<file path="src/rtl/branch_recovery_ctrl.sv">
// rtl/branch_recovery_ctrl.sv - commit-side branch queue pop and mispredict recovery sequencer
// Optional commit/mispredict counters are built when BRANCH_RECOVERY_STATS_EN is defined.
module branch_recovery_ctrl #(
  parameter int XLEN         = 64,
  parameter int ID_W         = 6,
  parameter int DRAIN_CYCLES = 2,
  parameter bit ASSERT_EN    = 1'b1
) (
  input  logic            clk,
  input  logic            rstn,
  input  logic            commit_br_i,
  input  logic [ID_W-1:0] commit_id_i,
  input  logic            bq_empty_i,
  input  logic            bq_missp_i,
  input  logic [XLEN-1:0] bq_pcnext_i,
  output logic            bq_pop_o,
  output logic            squash_valid_o,
  output logic [ID_W-1:0] squash_id_o,
  output logic            redirect_valid_o,
  output logic [XLEN-1:0] redirect_pc_o,
  input  logic            redirect_ready_i,
  output logic            commit_stall_o
`ifdef BRANCH_RECOVERY_STATS_EN
  ,
  output logic [31:0]     stat_br_o,
  output logic [31:0]     stat_missp_o
`endif
);

  localparam int CNT_W = (DRAIN_CYCLES > 1) ? $clog2(DRAIN_CYCLES) : 1;
  localparam logic [CNT_W-1:0] CNT_LOAD = CNT_W'(DRAIN_CYCLES - 1);

  typedef enum logic [1:0] {
    IDLE     = 2'd0,
    SQUASH   = 2'd1,
    REDIRECT = 2'd2,
    DRAIN    = 2'd3
  } state_e;

  state_e            state_q, state_d;
  logic [XLEN-1:0]   pc_q, pc_d;
  logic [ID_W-1:0]   id_q, id_d;
  logic [CNT_W-1:0]  cnt_q, cnt_d;

  always_ff @(posedge clk) begin
    if (!rstn) begin
      state_q <= IDLE;
      pc_q    <= '0;
      id_q    <= '0;
      cnt_q   <= '0;
    end else begin
      state_q <= state_d;
      pc_q    <= pc_d;
      id_q    <= id_d;
      cnt_q   <= cnt_d;
    end
  end

  // Outputs are gated by rstn so nothing leaks out during the reset cycle.
  always_comb begin
    state_d          = state_q;
    pc_d             = pc_q;
    id_d             = id_q;
    cnt_d            = cnt_q;
    bq_pop_o         = 1'b0;
    squash_valid_o   = 1'b0;
    squash_id_o      = '0;
    redirect_valid_o = 1'b0;
    redirect_pc_o    = '0;
    commit_stall_o   = 1'b0;
    if (rstn) begin
      case (state_q)
        IDLE: begin
          if (commit_br_i && !bq_empty_i) begin
            bq_pop_o = 1'b1;
            if (bq_missp_i) begin
              pc_d    = bq_pcnext_i;
              id_d    = commit_id_i;
              state_d = SQUASH;
            end
          end
        end
        SQUASH: begin
          squash_valid_o = 1'b1;
          squash_id_o    = id_q;
          commit_stall_o = 1'b1;
          state_d        = REDIRECT;
        end
        REDIRECT: begin
          redirect_valid_o = 1'b1;
          redirect_pc_o    = pc_q;
          commit_stall_o   = 1'b1;
          if (redirect_ready_i) begin
            if (DRAIN_CYCLES == 0) begin
              state_d = IDLE;
            end else begin
              state_d = DRAIN;
              cnt_d   = CNT_LOAD;
            end
          end
        end
        DRAIN: begin
          commit_stall_o = 1'b1;
          if (cnt_q == '0) begin
            state_d = IDLE;
          end else begin
            cnt_d = cnt_q - CNT_W'(1);
          end
        end
        default: state_d = IDLE;
      endcase
    end
  end

`ifdef BRANCH_RECOVERY_STATS_EN
  logic [31:0] stat_br_q, stat_br_d;
  logic [31:0] stat_missp_q, stat_missp_d;

  always_comb begin
    stat_br_d    = stat_br_q;
    stat_missp_d = stat_missp_q;
    if (bq_pop_o && (stat_br_q != 32'hFFFF_FFFF)) begin
      stat_br_d = stat_br_q + 32'd1;
    end
    if (bq_pop_o && bq_missp_i && (stat_missp_q != 32'hFFFF_FFFF)) begin
      stat_missp_d = stat_missp_q + 32'd1;
    end
  end

  always_ff @(posedge clk) begin
    if (!rstn) begin
      stat_br_q    <= '0;
      stat_missp_q <= '0;
    end else begin
      stat_br_q    <= stat_br_d;
      stat_missp_q <= stat_missp_d;
    end
  end

  assign stat_br_o    = stat_br_q;
  assign stat_missp_o = stat_missp_q;
`endif

`ifndef SYNTHESIS
  always_ff @(posedge clk) begin
    if (ASSERT_EN && rstn && commit_br_i) begin
      if (state_q != IDLE) begin
        $error("branch_recovery_ctrl: commit_br_i during recovery, ignored");
      end else if (bq_empty_i) begin
        $error("branch_recovery_ctrl: commit_br_i with empty branch queue");
      end
    end
  end
`endif

endmodule

</file>
<file path="config.mk">
export PLATFORM = sky130hd
export DESIGN_NAME = branch_recovery_ctrl
export DESIGN_NICKNAME = d
export VERILOG_FILES = /design/src/rtl/branch_recovery_ctrl.sv
export SDC_FILE = /design/constraint.sdc
export NUM_CORES = 1
export LEC_CHECK = 0
export ABC_AREA = 1
export CAP_MARGIN = 20
export CORE_MARGIN = 5
export CORE_UTILIZATION = 41
export CTS_BUF_LIST = sky130_fd_sc_hd__clkbuf_16
export CTS_CLUSTER_DIAMETER = 100
export DETAILED_ROUTE_END_ITERATION = 7
export GPL_ROUTABILITY_DRIVEN = 0
export GPL_TIMING_DRIVEN = 0
export PLACE_DENSITY = 0.82
export SYNTH_ARGS = -nofsm -noshare
export SYNTH_HDL_FRONTEND = slang
export SYNTH_SLANG_ARGS = --single-unit
</file>
<file path="constraint.sdc">
create_clock -name clk -period 1.5 [get_ports clk]
set_input_delay 0.15 -clock clk [delete_from_list [all_inputs] [get_ports clk]]
set_output_delay 0.15 -clock clk [all_outputs]
set_load 0.05 [all_outputs]
</file>
Word level (Yosys, flattened, before mapping)
Cells that the tools add are included.
{ "classes": {"div_mod_pow": 0, "mul": 0, "order_cmp": 0, "eq_ne": 7, "bitwise_logic": 0, "shift": 0, "mux": 21, "addsub": 1, "n_reduce_logical": 8} }
{ "ops": {"columns": ["operator", "count"], "rows": [
  ["64-bit two-way mux", 2],
  ["6-bit two-way mux", 2],
  ["1-bit two-way mux", 11],
  ["2-bit two-way mux", 4],
  ["2-bit inequality test, second input constant", 4],
  ["2-bit case mux with 4 select lines", 1],
  ["2-bit equality test, second input constant", 2],
  ["4-bit AND reduction", 1],
  ["3-bit AND reduction", 1],
  ["3-bit OR reduction", 1],
  ["2-bit by 1-bit equality test with 1-bit output, second input constant", 1],
  ["2-bit logical NOT", 1],
  ["1-bit case mux with 2 select lines", 1],
  ["2-bit AND reduction", 1],
  ["2-bit nonzero test", 1],
  ["1-bit logical AND", 1],
  ["1-bit logical NOT", 1],
  ["1-bit subtractor, second input constant", 1]
]} }
{ "word_totals": {"memories": 0, "mem_bits_rw": 0, "in_bits": 76, "latchBits": 0, "word_cells": 41, "romBits": 0, "output_inout_bits": 74, "register_bits": 73} }

Depth between registers and ports, before layout
Gate-level depths: netlist of run 1.
{ "logic_depth": {"word_depth": 5, "depth_mapped": 9, "ltp_nobuf": 9} }

Worst setup path before layout of run 1
Ideal clock, no wire load.
{ "synth_path": {"path_type": "flip-flop to output port", "from": "register state_q[0]", "to": "output redirect_pc_o[33]", "slack_ps": -293, "path_stages_with_launch": 7, "required_ps": 1350, "arrival_ps": 1643, "path_buffers": 2, "cell_sequence": "dfxtp_1 > inv_1 > ha_1 > nand2_1 > buf_2 > buf_2 > nor2_1"} }
{ "synth_via": {"elab_chain_cells": 3} }
{ "synth_rtl": {"columns": ["item", "line_no", "text"], "rows": [
  ["start: declaration", "40", "state_e state_q, state_d;"],
  ["start signal: assignment", "52", "state_q <= state_d;"],
  ["2-bit equality test", "72", "case (state_q)"],
  ["64-bit two-way mux", "72", null],
  ["64-bit two-way mux", "71", "if (rstn) begin"],
  ["end: declaration", "20", "output logic [XLEN-1:0] redirect_pc_o,"]
]} }
Every way passes these cells.

Worst setup path after layout of run 1
{ "layout_path": {"from": "register state_q[0]", "to": "output redirect_pc_o[48]"} }
Same word-level chain as after synthesis.

==> impl_metrics.csv, run 1 <==
group,metric,value,unit
critical_path,cpMaxStageDelayCell,"dfxtp_2",
clocking,clock_path_buffers,2,
synth,synth_ff_type,"dfxtp_1",
finish,drive_gt1_share,51.8,%
power,pwr-share-seq,31.9,%
floorplan,core_area,7330,um^2
synth,synth_cell_types,15,
status,violations,"negative setup slack",
job,maxCapViolations,0,
clocking,clock_latency,0.33,ns
critical_path,crit_path_end_kind,"primary output",
critical_path,crit_arrival,1.59,ns
route,wirelength,13.5,mm
finish,antennaDiodeCount,0,
floorplan,die_w,97.2,um
place,portBuffers,149,
global_route,grt_max_degree,13,
route,ant_nets,0,
synth,synth_edf_count,0,
min_path,hold_depth,3,
synth,synthArstFlopShare,0,%
synth,yosysMostFrequentCell,"inv_1",
critical_path,cp-start-kind,"register",
route,drc,0,
power,p_per_area,1070,nW/um^2
route,drt-wirelength-per-cell,19.1,um
critical_path,crit_path_cell_trace,"inv_2 -> ha_4 -> nand2_8 -> buf_12 -> buf_12 -> nor2_4 -> buf_6",
clocking,cts_sinks,73,
floorplan,die_y,97.2,um
finish,area_growth,116,%
floorplan,start_util,42.5,%
global_route,antenna_found_initial,0,
synth,synth_warnings,0,
critical_path,crit_path_max_fanout,10,
route,first_iter_violations,216,
min_path,worst_hold_path_type,"in2reg",
synth,ys_top_cells_by_area,"dfxtp_1 (47%), a21oi_1 (11%), inv_1 (9.8%)",
sta,fmax,0.576,GHz
sta,maxSlewViolCount,0,
synth,synth.net_count,506,
finish,finalCoreUtilization,91.6,%
clocking,numCtsBuffers,9,
route,vias_per_cell,5.17,
critical_path,reg2reg_depth,9,
power,p_clk_share,31.7,%
synth,syn_area_per_cell,7.33,um^2
finish,fill_cells,262,
critical_path,critPathMostFrequentCell,"buf_12",
floorplan,num_rows,31,
sta,hold_violations,0,
global_route,grt_pass1_wl,15.8,mm
floorplan,die_area,9440,um^2
critical_path,path_buf_inv,4,
power,p_sw,2.43,mW
floorplan,io_pins,150,
global_route,grt_use_total,20.3,%
clocking,clk_pin_slew,0.06,ns
synth,synth_top_cell_area_share,46.9,%
critical_path,crit_family,"buffers and inverters",
critical_path,cp.depth,7,
synth,synth_area_leader_cell,"dfxtp_1",
global_route,grt_pass1_vias,3344,
power,total_power,7.19,mW
sta,skew,0.00484,ns
route,vias,3655,
synth,ys_ff_latch,73,
critical_path,required,1.35,ns
clocking,cts_hold_buf,0,
status,outcome,"complete, but fails checks",
global_route,grt-ovfl-total,0,
sta,setup_tns,-20.21,ns
power,power_leakage,2.45,nW
power,pwr-share-comb,36.4,%
clocking,cts_tree,"yes",
synth,ys_seq_area_share,46.9,%
place,place_hpwl,7.06,mm
synth,synth.cell_area,3110,um^2
sta,period_share,116,%
sta,finalSetupViolCount,145,
power,p_sw_share,33.8,%
power,p_int,4.76,mW
synth,synth_common_cells,"inv_1 (81), nor2_1 (80), dfxtp_1 (73), a21oi_1 (71), o21ai_0 (40)",
sta,relSlewSlack,46.0,%
finish,nets,685,
sta,rsz0062_at_grt,"true",
sta,worst_slew_pin_slew,0.810,ns
power,ir_drop,0.859,mV
sta,fin_crit,1.74,ns
route,dr.pass1.iters,4,
place,place_ws,-0.904,ns
sta,hold_slack,0.452,ns
critical_path,crit_type,"reg2out",
sta,setup_slack,-0.236,ns
critical_path,slowest_delay,0.33,ns
clocking,cts-root-buf,"clkbuf_16",
clocking,cts-htree-levels,3,
synth,synthesis.instances,425,
-- cells in the final DEF (no fill, tap or decap) --
master and count:
nand4_4 1, clkbuf_4 1, clkbuf_2 1, buf_6 64, a21oi_2 33, nor2_4 56
buf_8 24, nand2_8 2, nand4_1 2, nand2_1 8, inv_2 3, dfxtp_2 1
o21ai_1 1, nor2_2 13, buf_12 16, clkinv_1 1, buf_16 2, a211oi_1 1
clkinv_2 1, ha_4 4, dfxtp_4 1, a21oi_1 38, clkbuf_16 14, clkbuf_1 6
inv_1 78, dlygate4sd2_1 1, ha_1 1, bufinv_16 2, clkdlybuf4s50_1 74, dfxtp_1 71
o21ai_4 6, clkinvlp_4 2, nand2_2 1, nor2_1 11, o21ai_2 63, buf_4 4
-- state kept, by name, indices dropped and copies added (netlist names) --
name,cells
cnt_q,1
state_q,2
pc_q,64
id_q,6
-- worst paths after layout --
check	start	endpoint	slack (ns)
worst max-delay path	state_q[0]	redirect_pc_o[48]	-0.24
worst min-delay path	bq_pcnext_i[9]	pc_q[9]	0.45
worst max register to register	state_q[0]	pc_q[1]	-0.17
worst min register to register	pc_q[58]	pc_q[58]	0.47
-- power groups by stage --
stage	clock, mW	sequential (mW)	combinational, mW
after floorplan	0	2.28	1.10
after global placement	0	2.29	1.54
after detailed placement	0	2.31	1.58
after CTS	2.25	2.27	1.87
after global routing	2.36	2.30	2.75
final	2.28	2.29	2.62
-- cell type report --
cell class | instances | area, um^2 | share of cell area (%)
inverters | 81 | 304 | 4.53
repair buffers | 168 | 1980 | 29.5
multi-input cells | 241 | 2120 | 31.5
well taps | 99 | 124 | 1.84
clock inverters | 6 | 83.8 | 1.25
clock buffers | 9 | 225 | 3.35
flip-flops and latches | 73 | 1470 | 21.8
plain buffers | 30 | 417 | 6.20
-- routing by layer --
layer,share of wire (%),vias to the layer above,GRT usage [%]
met4,2.7,0,7.02
li1,-,1693,-
met3,7.1,37,7.25
met2,52,164,35.5
met1,38,1761,22.6
met5,0,-,0
-- stage by stage --
step / instances / cell area [um^2]
after floorplan: 425 / 3500
after global placement: 673 / 5120
after detailed placement: 673 / 5120
after CTS: 694 / 5780
after global routing: 707 / 6720
final: 707 / 6720
-- repair_timing --
item | CTS | global route
endpoints found under the setup margin | 144 | 144
setup buffers | 4 | 8
resized for setup | 572 | 235
pin swaps | 6 | 9
cloned | 2 | 6
-- cells by family after synthesis --
family                   share of synthesized area (%)
AO/OA/AOI/OAI                                     22.9
adder cells (fa/ha/maj)                           2.01
buffers and inverters                             16.4
flip-flops                                        46.9
AND/OR/NAND/NOR                                   11.8
-- worst register-to-register path, cell delays in order (launching register included) --
cell and delay (ns):
dfxtp_2 0.33, inv_2 0.07, buf_4 0.11, buf_6 0.11, ha_4 0.16, nand4_4 0.19, buf_12 0.24, clkbuf_16 0.17
o21ai_2 0.13, a21oi_1 0.07
(Power assumes the default switching activity.)
==> run 2, diff against run 1 <==
--- a/config.mk
+++ b/config.mk
@@ -11,6 +11,7 @@
 export CORE_UTILIZATION = 41
 export CTS_BUF_LIST = sky130_fd_sc_hd__clkbuf_16
 export CTS_CLUSTER_DIAMETER = 100
+export CTS_CLUSTER_SIZE = 28
 export DETAILED_ROUTE_END_ITERATION = 7
 export GPL_ROUTABILITY_DRIVEN = 0
 export GPL_TIMING_DRIVEN = 0
==> constraint.sdc (replaced) <==
create_clock -name clk -period 1.5 [get_ports clk]
set_input_delay 0.15 -clock clk [delete_from_list [all_inputs] [get_ports clk]]
set_output_delay 0.15 -clock clk [all_outputs]
set_load 0.02 [all_outputs]
==> run 2 against run 1 <==
The run still ends with negative setup slack left. Sequential power is essentially flat. Largest cell class unchanged. Highest routed layer unchanged. Cell count shrank 0.99%. Wire length shrank 18%. Sequential cell count is the same. Setup slack gained 0.078 ns. First-iteration DRC count shrank 21%. Design area shrank 14%.
==> impl_metrics.csv, run 2 (synthesis results as in run 1) <==
group,metric,value,unit
status,outcome,"complete, but fails checks",
status,violations,"negative setup slack",
route,wirelength,11.0,mm
clocking,cts_tree,"yes",
clocking,clock_path_buffers,2,
clocking,numCtsBuffers,9,
route,vias,3422,
finish,finalCoreUtilization,79.1,%
min_path,worst_hold_path_type,"in2reg",
job,maxCapViolations,0,
sta,worst_slew_pin_slew,0.717,ns
sta,setup_slack,-0.158,ns
finish,top_regs,"pc_q x64, id_q x6, state_q x2",
sta,finalSetupViolCount,138,
place,portBuffers,149,
critical_path,crit_arrival,1.51,ns
global_route,grt_pass1_vias,3256,
finish,nets,677,
critical_path,slowest_delay,0.33,ns
sta,relSlewSlack,52.2,%
clocking,cts-root-buf,"clkbuf_16",
route,first_iter_violations,170,
finish,drive_gt1_share,39.3,%
finish,final_common_cell,"inv_1",
global_route,grt-ovfl-total,0,
critical_path,crit_family,"buffers and inverters",
sta,maxSlewViolCount,0,
finish,largest_reg_flops,64,
power,power_leakage,2.24,nW
clocking,clock_latency,0.32,ns
critical_path,crit_path_cell_trace,"inv_2 -> ha_4 -> nand2_4 -> buf_12 -> buf_6 -> nor2_1 -> buf_4",
global_route,use_met2,35.5,%
route,drc,0,
floorplan,core_area,7330,um^2
global_route,antenna_found_initial,0,
min_path,hold_end,"pc_q[26]",
min_path,hold_depth,3,
global_route,grt_util_met3,6.10,%
critical_path,rr_startpoint,"state_q[0]",
floorplan,die_w,97.2,um
critical_path,cpMaxStageDelayCell,"dfxtp_2",
power,p_per_area,1080,nW/um^2
critical_path,reg2reg_depth,9,
sta,skew,0.00816,ns
critical_path,crit_path_end_kind,"primary output",
clocking,cts-htree-levels,3,
route,dr.pass1.iters,4,
critical_path,path_buf_inv,4,
floorplan,start_util,42.5,%
critical_path,required,1.35,ns
floorplan,num_rows,31,
critical_path,r2r-end,"pc_q[15]",
route,ant_nets,0,
critical_path,crit_type,"reg2out",
clocking,clk_pin_slew,0.06,ns
sta,fin_crit,1.66,ns
clocking,cts_hold_buf,0,
place,place_ws,-0.640,ns
finish,area_growth,86.2,%
global_route,grt_max_degree,13,
clocking,cts_sinks,73,
place,placed_area,4730,um^2
critical_path,crit_path_max_fanout,10,
sta,hold_violations,0,
power,total_power,6.28,mW
finish,fin_area,5800,um^2
finish,top_register,"pc_q",
critical_path,r2r_setup_slack,-0.13,ns
floorplan,io_pins,150,
sta,period_share,111,%
route,vias_per_cell,4.89,
global_route,grt_pass1_wl,16.1,mm
place,place_hpwl,7.04,mm
min_path,min_from,"bq_pcnext_i[26]",
power,ir_drop,0.735,mV
global_route,grt.busiest_layer,"met2",
sta,fmax,0.603,GHz
finish,mostFrequentLayoutCells,"inv_1 (79), clkdlybuf4s50_1 (75), dfxtp_1 (71)",
route,drt-wirelength-per-cell,15.7,um
global_route,grt_use_total,20.7,%
global_route,grt.met1_usage,24.8,%
finish,antennaDiodeCount,0,
floorplan,die_y,97.2,um
floorplan,die_area,9440,um^2
critical_path,cp-start-kind,"register",
sta,rsz0062_at_grt,"true",
[run 2: worst max path at each step]
stage / start / endpoint / slack (ns) / cells past startpoint
after detailed placement: state_q[0] / redirect_pc_o[51] / -0.64 / 7
after global routing: state_q[0] / redirect_pc_o[11] / -0.22 / 7
after global placement: state_q[0] / redirect_pc_o[59] / -0.60 / 7
final: state_q[0] / redirect_pc_o[11] / -0.16 / 7
after CTS: state_q[0] / redirect_pc_o[17] / -0.11 / 7
after floorplan: state_q[0] / redirect_pc_o[33] / 0.07 / 6
[run 2: where the power goes]
part           switching (mW)  internal, mW  leakage, nW
clock network           0.792          1.27        0.140
registers              0.0839          2.19        0.596
logic                    1.05         0.901         1.50
total                    1.92          4.36         2.24
[run 2: worst register-to-register path: stages, from the launching register on]
cell and delay [ns]:
dfxtp_2 0.33, inv_2 0.08, buf_4 0.11, buf_6 0.10, ha_4 0.17, nand4_4 0.18
buf_12 0.21, buf_12 0.15, o21ai_2 0.12, a21oi_1 0.06
[run 2: layout make-up]
type	instances	area [um^2]
buffer	30	350
clock buffer	9	225
tap	99	124
clock inverter	7	62.6
sequential	73	1470
fill	493	1530
multi-input combinational	241	1630
inverter	81	304
timing repair buffer	160	1630
[run 2: what timing repair did]
item / CTS / global route
pin swaps: 2 / 9
endpoints found under the setup margin: 144 / 126
gates resized for setup: 446 / 174
cloned: 2 / 3
buffers inserted: 3 / 3
[run 2: through the flow]
stage	setup TNS, ns	hold WS [ns]	std cells
3_5_place_dp	-45.63	0.443	673
3_3_place_gp	-40.92	0.440	673
6_report	-12.36	0.433	700
2_1_floorplan	0	0.323	425
5_1_grt	-21.06	0.455	700
4_1_cts	-5.37	0.427	694
[run 2: metal layers]
metal | up-vias | wire (um)
met2 | 118 | 5880
met5 | - | 0
met4 | 0 | 193
met1 | 1616 | 4250
li1 | 1672 | -
met3 | 16 | 687
